===== config.mk =====
export PLATFORM = sky130hd
export DESIGN_NAME = mvu_replay_sched_flat
export DESIGN_NICKNAME = d
export VERILOG_FILES = /design/src/rtl/mvu_sched_pkg.sv /design/src/rtl/mvu_replay_sched_if.sv /design/src/rtl/mvu_replay_buf.sv /design/src/rtl/mvu_replay_sched.sv /design/src/flat_wrapper.sv
export SDC_FILE = /design/constraint.sdc
export NUM_CORES = 1
export LEC_CHECK = 0
export BUFFER_PORTS_ARGS = -buffer_cell sky130_fd_sc_hd__buf_2
export CORE_MARGIN = 2
export CORE_UTILIZATION = 54
export CTS_CLUSTER_SIZE = 10
export DETAILED_ROUTE_END_ITERATION = 12
export PLACE_DENSITY = 0.75
export SKIP_LAST_GASP = 1
export SYNTH_ARGS = -nofsm -noshare
export SYNTH_HDL_FRONTEND = slang
export SYNTH_SLANG_ARGS = --single-unit

===== constraint.sdc =====
create_clock -name ap_clk -period 2.8 [get_ports ap_clk]
set_input_delay 0.56 -clock ap_clk [delete_from_list [all_inputs] [get_ports ap_clk]]
set_output_delay 0.56 -clock ap_clk [all_outputs]
set_load 0.01 [all_outputs]

===== src/rtl/mvu_sched_pkg.sv =====
// Shared types and helpers for the MVU activation replay scheduler.
package mvu_sched_pkg;

    typedef enum logic [0:0] {
        StFill,
        StReplay
    } sched_state_e;

    // Counter width for an n-valued counter, never narrower than one bit.
    function automatic int unsigned cnt_width(input int unsigned n);
        return (n > 1) ? $clog2(n) : 1;
    endfunction

endpackage


===== src/rtl/mvu_replay_sched_if.sv =====
// AXI-Stream style handshake bundle for activation beats.
interface mvu_replay_sched_if #(
    parameter int unsigned DATA_WIDTH = 32
);
    logic [DATA_WIDTH-1:0] tdata;
    logic                  tvalid;
    logic                  tready;

    modport master (output tdata, output tvalid, input tready);
    modport slave  (input tdata, input tvalid, output tready);
endinterface


===== src/rtl/mvu_replay_buf.sv =====
// Single activation-vector store: synchronous write, asynchronous read.
module mvu_replay_buf
    import mvu_sched_pkg::*;
#(
    parameter int unsigned Depth     = 9,
    parameter int unsigned DataWidth = 32,
    localparam int unsigned AddrWidth = cnt_width(Depth)
) (
    input  logic                 clk_i,
    input  logic                 we_i,
    input  logic [AddrWidth-1:0] waddr_i,
    input  logic [DataWidth-1:0] wdata_i,
    input  logic [AddrWidth-1:0] raddr_i,
    output logic [DataWidth-1:0] rdata_o
);

    logic [DataWidth-1:0] mem_q [Depth];

    always_ff @(posedge clk_i) begin
        if (we_i) begin
            mem_q[waddr_i] <= wdata_i;
        end
    end

    assign rdata_o = mem_q[raddr_i];

endmodule


===== src/rtl/mvu_replay_sched.sv =====
// Passes one activation vector through to the MVU while storing it, then replays it
// NF-1 more times so every neuron fold sees the full vector.
module mvu_replay_sched
    import mvu_sched_pkg::*;
#(
    parameter int unsigned SF         = 9,
    parameter int unsigned NF         = 4,
    parameter int unsigned DATA_WIDTH = 32,
    parameter bit          IS_MVU     = 1'b1
) (
    input  logic                      ap_clk,
    input  logic                      ap_rst_n,
    mvu_replay_sched_if.slave         s_axis,
    mvu_replay_sched_if.master        m_axis,
    output logic                      m_axis_tlast,
    output logic                      busy,
    output logic                      vec_done
);

    localparam int unsigned SfW = cnt_width(SF);
    localparam int unsigned NfW = cnt_width(NF);
    localparam bit ReplayEn = IS_MVU && (NF > 1);
    localparam logic [SfW-1:0] SfLast = SfW'(SF - 1);
    localparam logic [NfW-1:0] NfLast = NfW'(NF - 1);

    sched_state_e          state_q, state_d;
    logic [SfW-1:0]        sf_cnt_q, sf_cnt_d;
    logic [NfW-1:0]        nf_cnt_q, nf_cnt_d;
    logic                  vec_done_q, vec_done_d;
    logic                  we;
    logic                  m_valid;
    logic                  sf_last;
    logic [DATA_WIDTH-1:0] rdata;

    mvu_replay_buf #(
        .Depth     (SF),
        .DataWidth (DATA_WIDTH)
    ) u_buf (
        .clk_i   (ap_clk),
        .we_i    (we),
        .waddr_i (sf_cnt_q),
        .wdata_i (s_axis.tdata),
        .raddr_i (sf_cnt_q),
        .rdata_o (rdata)
    );

    assign sf_last = (sf_cnt_q == SfLast);

    always_ff @(posedge ap_clk) begin
        if (!ap_rst_n) begin
            state_q    <= StFill;
            sf_cnt_q   <= '0;
            nf_cnt_q   <= '0;
            vec_done_q <= 1'b0;
        end else begin
            state_q    <= state_d;
            sf_cnt_q   <= sf_cnt_d;
            nf_cnt_q   <= nf_cnt_d;
            vec_done_q <= vec_done_d;
        end
    end

    always_comb begin
        state_d       = state_q;
        sf_cnt_d      = sf_cnt_q;
        nf_cnt_d      = nf_cnt_q;
        vec_done_d    = 1'b0;
        we            = 1'b0;
        m_valid       = 1'b0;
        s_axis.tready = 1'b0;
        m_axis.tdata  = s_axis.tdata;

        unique case (state_q)
            StFill: begin
                m_valid       = s_axis.tvalid;
                s_axis.tready = m_axis.tready;
                if (s_axis.tvalid && m_axis.tready) begin
                    we = 1'b1;
                    if (sf_last) begin
                        sf_cnt_d = '0;
                        if (ReplayEn) begin
                            state_d  = StReplay;
                            nf_cnt_d = NfW'(1);
                        end else begin
                            vec_done_d = 1'b1;
                        end
                    end else begin
                        sf_cnt_d = sf_cnt_q + SfW'(1);
                    end
                end
            end
            StReplay: begin
                m_valid      = 1'b1;
                m_axis.tdata = rdata;
                if (m_axis.tready) begin
                    if (sf_last) begin
                        sf_cnt_d = '0;
                        if (nf_cnt_q == NfLast) begin
                            state_d    = StFill;
                            nf_cnt_d   = '0;
                            vec_done_d = 1'b1;
                        end else begin
                            nf_cnt_d = nf_cnt_q + NfW'(1);
                        end
                    end else begin
                        sf_cnt_d = sf_cnt_q + SfW'(1);
                    end
                end
            end
            default: state_d = StFill;
        endcase

        // Handshakes are held off for the whole reset cycle; nothing may be stored.
        if (!ap_rst_n) begin
            we            = 1'b0;
            m_valid       = 1'b0;
            s_axis.tready = 1'b0;
        end
    end

    assign m_axis.tvalid = m_valid;
    assign m_axis_tlast  = m_valid && sf_last;
    assign busy          = (state_q == StReplay);
    assign vec_done      = vec_done_q;

endmodule


===== src/flat_wrapper.sv =====
// flat-port wrapper written by rule: the top's interface ports become plain ports
module mvu_replay_sched_flat import mvu_sched_pkg::*;
#(
    parameter int unsigned SF         = 9,
    parameter int unsigned NF         = 4,
    parameter int unsigned DATA_WIDTH = 32,
    parameter bit          IS_MVU     = 1'b1
)
  (ap_clk, ap_rst_n, m_axis_tlast, busy, vec_done, s_axis_tdata, s_axis_tvalid, s_axis_tready, m_axis_tdata, m_axis_tvalid, m_axis_tready);
  mvu_replay_sched_if #(.DATA_WIDTH(DATA_WIDTH)) s_axis_i ();
  mvu_replay_sched_if #(.DATA_WIDTH(DATA_WIDTH)) m_axis_i ();
  input  logic ap_clk;
  input  logic ap_rst_n;
  output logic m_axis_tlast;
  output logic busy;
  output logic vec_done;
  input wire logic [$bits(s_axis_i.tdata)-1:0] s_axis_tdata;
  input wire logic [$bits(s_axis_i.tvalid)-1:0] s_axis_tvalid;
  output wire logic [$bits(s_axis_i.tready)-1:0] s_axis_tready;
  output wire logic [$bits(m_axis_i.tdata)-1:0] m_axis_tdata;
  output wire logic [$bits(m_axis_i.tvalid)-1:0] m_axis_tvalid;
  input wire logic [$bits(m_axis_i.tready)-1:0] m_axis_tready;
  assign s_axis_i.tdata = s_axis_tdata;
  assign s_axis_i.tvalid = s_axis_tvalid;
  assign s_axis_tready = s_axis_i.tready;
  assign m_axis_tdata = m_axis_i.tdata;
  assign m_axis_tvalid = m_axis_i.tvalid;
  assign m_axis_i.tready = m_axis_tready;
  mvu_replay_sched #(.SF(SF), .NF(NF), .DATA_WIDTH(DATA_WIDTH), .IS_MVU(IS_MVU)) u_core (.ap_clk(ap_clk), .ap_rst_n(ap_rst_n), .s_axis(s_axis_i), .m_axis(m_axis_i), .m_axis_tlast(m_axis_tlast), .busy(busy), .vec_done(vec_done));
endmodule

Word-level counts from Yosys, hierarchy flattened. Memories as Yosys holds them, arrays and structs flattened. A register that Yosys moved wholly into a read port is not among the register bits. Cells that the tools add are included. Widths: inputs -> output; s select.

Input bits: 36. Register bits after elaboration: 8. Memories kept: 1. Output and inout port bits: 37. Logic and storage cells: 50. Bits in writable memories: 288.

Memories: u_core.u_buf.mem_q (depth 9, bits a word 32, rd ports 1, clocked after Yosys merged registers in 1, wr ports 1, RTL line mvu_replay_buf.sv:17) `logic [DataWidth-1:0] mem_q [Depth];`.

Reduce and logical (&&, ||, !) cells: 4. Multiplexer cells: 32. Bitwise gates (word level): 1. Eq/ne operators: 6. Add/subtract/negate cells: 2.

Operator list (number): $mux 32 (1); $mux 4 (5); $mux 1 (16); $mux 2 (5); $pmux 4 s2 (1); $pmux 1 s2 (3); $add 4x1->4 const B (1); $eq 4x4->1 const B (1); $ne 2x1->1 const B (2); $ne 2x2->1 const B (2); $pmux 2 s2 (1); $reduce_and 4->1 (1); $add 2x1->2 const B (1); $eq 2x2->1 const B (1); $logic_and 1x1->1 (2); $reduce_and 2->1 (1); $not 1->1 (1).

Longest topological paths before layout.
Depth after elaboration: 6. Gate-level depth with buffers: 6. Mapped depth without buffers: 6.

Hierarchy. A second synthesis with hierarchy kept.

Cells, all modules: 683. Area total of the unflattened synthesis: 12046.6 um^2.

Modules (own cells, without submodules): mvu_replay_buf (seq. area each 8648.3 um^2, area each 11254.5 um^2, cells an instance 597, instances 1); mvu_replay_sched (seq. area each 160.2 um^2, area each 792.0 um^2, cells an instance 86, instances 1).

Worst setup path after synthesis. No wires, ideal clock.

Path type: input to register. Start: in ap_rst_n. End: mem u_core.u_buf.mem_q[8][0], enable pin. Stages: 3. Slack: 0.125 ns. Arrival: 2.254 ns. Setup time: 0.421 ns. Buffers on the path: 1. Data required time: 2.379 ns. Path through: clkbuf_2 nand4b_1 nor2_1.

Cells in the longest elaborated chain, start to end: 3.

Ends and longest elaborated chain: from (decl) (RTL line flat_wrapper.sv:13) `input logic ap_rst_n;`; $mux 1 (RTL line mvu_replay_sched.sv:114) `if (!ap_rst_n) begin`; $mux 1 (RTL line mvu_replay_buf.sv:20) `if (we_i) begin`; $mux 1 (implied by the code) (RTL line mvu_replay_buf.sv:21) `mem_q[waddr_i] <= wdata_i;`; to (decl) (RTL line mvu_replay_buf.sv:17).

No other way between the ends.

==> run_results.csv <==
group,metric,value,unit
placed_design,dpl.cell_count,1050,
routing,drt-initial-drc-count,503,
grt,track_usage,0.208,
routing,wl_per_cell,22.2,um
power_and_ir_drop,power.density,686,nW/um2
worst_setup_path,worstPathMaxFanout,10,
clocking,htreeDepth,2,
finish,syn2layout_area_growth,14.0,%
finish,diodes,0,
worst_setup_path,worstPathArrival,2170,ps
worst_hold_path,min_from,"s_axis_tdata[10]",
sta,hold_viol,0,
sta,worst_pin_slew,582,ps
logic_synthesis,netlist_instances,711,
grt,grt_pass1_wl,37700,um
sta,fmaxAchievable,366,MHz
clocking,cts_buffers,35,
routing,vias,6573,
routing,drt.antenna.violating_nets,0,
routing,viasPerCell,5.98,
worst_hold_path,hold_class,"input port to register",
finish,mostFrequentLayoutCells,"edfxtp_1 (288), mux2i_1 (129), buf_2 (72), o22ai_1 (39), a22oi_1 (38)",
worst_setup_path,cpLargestDelayFamily,"simple AND/OR/NAND/NOR gates",
clocking,cts_tree,"yes",
die,rows,54,
sta,fin_crit,2730,ps
logic_synthesis,syn_area,11900,um2
die,boundaryPins,73,
power_and_ir_drop,p_leak,0.00447,uW
worst_setup_path,worstSetupEndpointType,"output pin",
sta,finalSetupTns,0,ps
logic_synthesis,synth_cell_type_count,37,
logic_synthesis,avgSynthCellArea,16.7,um2
worst_setup_path,path_class,"register to output pin",
logic_synthesis,ys_ff_latch,300,
worst_setup_path,worst_path_max_delay_cell,"dfxtp_1",
finish,final_common_cell,"edfxtp_1",
placed_design,numPortBuffers,72,
die,die_x,152,um
sta,hold_ws,351,ps
grt,antenna_found_initial,0,
status,status,"completed",
clocking,clockBufferDepth,3,
logic_synthesis,seq_area_frac_synth,0.747,
sta,relSlewSlack,0.612,
worst_setup_path,cp_cell_sequence,"nand2b_1 -> buf_4 -> o22ai_1 -> nor3_1 -> nor2_1 -> buf_2",
clocking,cts_root_buf,"clkbuf_16",
worst_setup_path,r2r_setup_slack,500,ps
worst_setup_path,r2r_start,"u_core.busy$_SDFF_PN0_",
worst_setup_path,r2r_end,"u_core.u_buf.mem_q[4][15]$_DFFE_PP_",
logic_synthesis,synth_top_area_share,0.727,
clocking,insertion_delay,510,ps
logic_synthesis,synth_area_leaders,"edfxtp_1 (73%), mux2i_1 (11%), a22oi_1 (2.4%)",
worst_hold_path,holdPathEnd,"u_core.u_buf.mem_q[4][10]$_DFFE_PP_",
die,design.die.area,23200,um2
routing,wl,24500,um
clocking,clk_pin_slew_worst_paths,50,ps
worst_hold_path,hold_depth,1,
finish,final_cells,1100,
worst_setup_path,required,2240,ps
routing,dr.pass1.iters,4,
power_and_ir_drop,irDropWorstVdd,0.000772,V
worst_setup_path,cpPeakStageDelay,490,ps
logic_synthesis,synth_area_leader_cell,"edfxtp_1",
sta,slew_violations,0,
grt,grt_pass1_vias,6803,
grt,grt_max_degree,61,
placed_design,place_congestion,0.799,
die,coreArea,21800,um2
sta,setup_viol,0,
worst_setup_path,critPathLaunchType,"register",
finish,layout.nets,848,
routing,drc_errors,0,
worst_setup_path,crit_buf_inv,2,
worst_setup_path,reg2reg_depth,4,
sta,rsz0062_at_grt,"true",
die,initial_core_util,0.547,
logic_synthesis,synth_warnings,0,
grt,grt_remaining_overflow,0,
sta,fin_crit_sh,0.976,
flow_run,max_cap_violations,0,
placed_design,place.detailed.hpwl,13900,um
clocking,numClockSinks,300,
finish,drive_gt1_frac,0.174,
sta,skew,8.95,ps
die,fp.dieH,152,um
power_and_ir_drop,finalPower,9310,uW
logic_synthesis,syn_nets,752,
clocking,ctsHoldBuffers,0,
-- cell usage after synthesis --
| library cell | number |
|---|---|
| inv_1 | 2 |
| nor3_1 | 17 |
| nor3b_1 | 1 |
| and3b_1 | 1 |
| o22ai_1 | 39 |
| edfxtp_1 | 288 |
| o21ai_1 | 19 |
| nor2_1 | 20 |
| buf_1 | 2 |
| a21boi_0 | 2 |
| buf_12 | 3 |
| a21oi_1 | 20 |
| clkbuf_2 | 1 |
| nor2b_1 | 22 |
| buf_2 | 15 |
| o21ai_0 | 6 |
| nand2_1 | 28 |
| nor2_2 | 1 |
| buf_4 | 2 |
| buf_8 | 4 |
| mux2i_1 | 129 |
| o211a_1 | 1 |
| clkbuf_1 | 5 |
| o21a_1 | 1 |
| ha_1 | 5 |
| o21ai_2 | 1 |
| buf_6 | 5 |
| nand4b_1 | 1 |
| nand2b_1 | 3 |
| nand3_1 | 1 |
| dfxtp_1 | 12 |
| nand3b_1 | 1 |
| o211ai_1 | 1 |
| a22oi_1 | 38 |
| or2_2 | 1 |
| a31oi_1 | 1 |
| and2_1 | 12 |
-- cells by family after synthesis --
logic type	after synthesis	synth area share
muxes	129	0.108
AOI/OAI and AO/OA	129	0.0680
buffers and inverters	39	0.0256
DFF	300	0.747
and+or+nand+nor	109	0.0459
adders and majority gates	5	0.00526
-- flip-flops by register name (all words and copies together), names as in the netlist, named ones only --
signal and flops:
u_core.busy 1, u_core.nf_cnt_q 2, u_core.sf_cnt_q 4, u_core.u_buf.mem_q 288, u_core.vec_done 1
-- cell type report --
| class | instances | area, um2 |
|---|---|---|
| Clock buffer | 48 | 946 |
| Clock inverter | 2 | 25.0 |
| Fill cell | 1562 | 8180 |
| Inverter | 2 | 7.51 |
| Multi-Input combinational cell | 372 | 2730 |
| Sequential cell | 300 | 8900 |
| Tap cell | 280 | 350 |
| Timing Repair Buffer | 96 | 619 |
-- per-layer routing --
metal	vias to the layer above	routed length [um]	global-route usage
met1	3291	9970	0.267
li1	2975	-	-
met2	259	12400	0.366
met4	0	590	0.0639
met5	-	0	0
met3	48	1520	0.0361
-- worst max-delay path by stage --
stage / startpoint / endpoint / slack, ps / cells past startpoint
2_1_floorplan: ap_rst_n / u_core.u_buf.mem_q[8][0]$_DFFE_PP_ / 130 / 3
3_3_place_gp: u_core.busy$_SDFF_PN0_ / m_axis_tdata[28] / 420 / 4
3_5_place_dp: ap_rst_n / u_core.u_buf.mem_q[4][19]$_DFFE_PP_ / 390 / 5
4_1_cts: u_core.busy$_SDFF_PN0_ / m_axis_tdata[28] / 2 / 5
5_1_grt: register / m_axis_tdata[26] / -30 / 5
6_report: register / m_axis_tdata[11] / 70 / 6
-- per-stage QoR --
step / util / setup WS (ps) / instance area (um2)
floorplan: - / 125 / 11900
global placement: 0.578 / 425 / 12600
detailed placement: 0.578 / 395 / 12600
CTS: 0.623 / 2.00 / 13600
global route: 0.624 / -26.4 / 13600
finish: 0.624 / 65.9 / 13600
-- report_power, final --
part | internal, uW | switching (uW)
clock | 2330 | 1610
combinational | 164 | 244
sequential | 4940 | 10.3
total | 7440 | 1870
-- repair_timing --
item,CTS,global route
pin swaps,0,0
setup buffers,0,0
endpoints found under the setup margin,17,11
resized for setup,3,3
(Power assumes the default switching activity.)
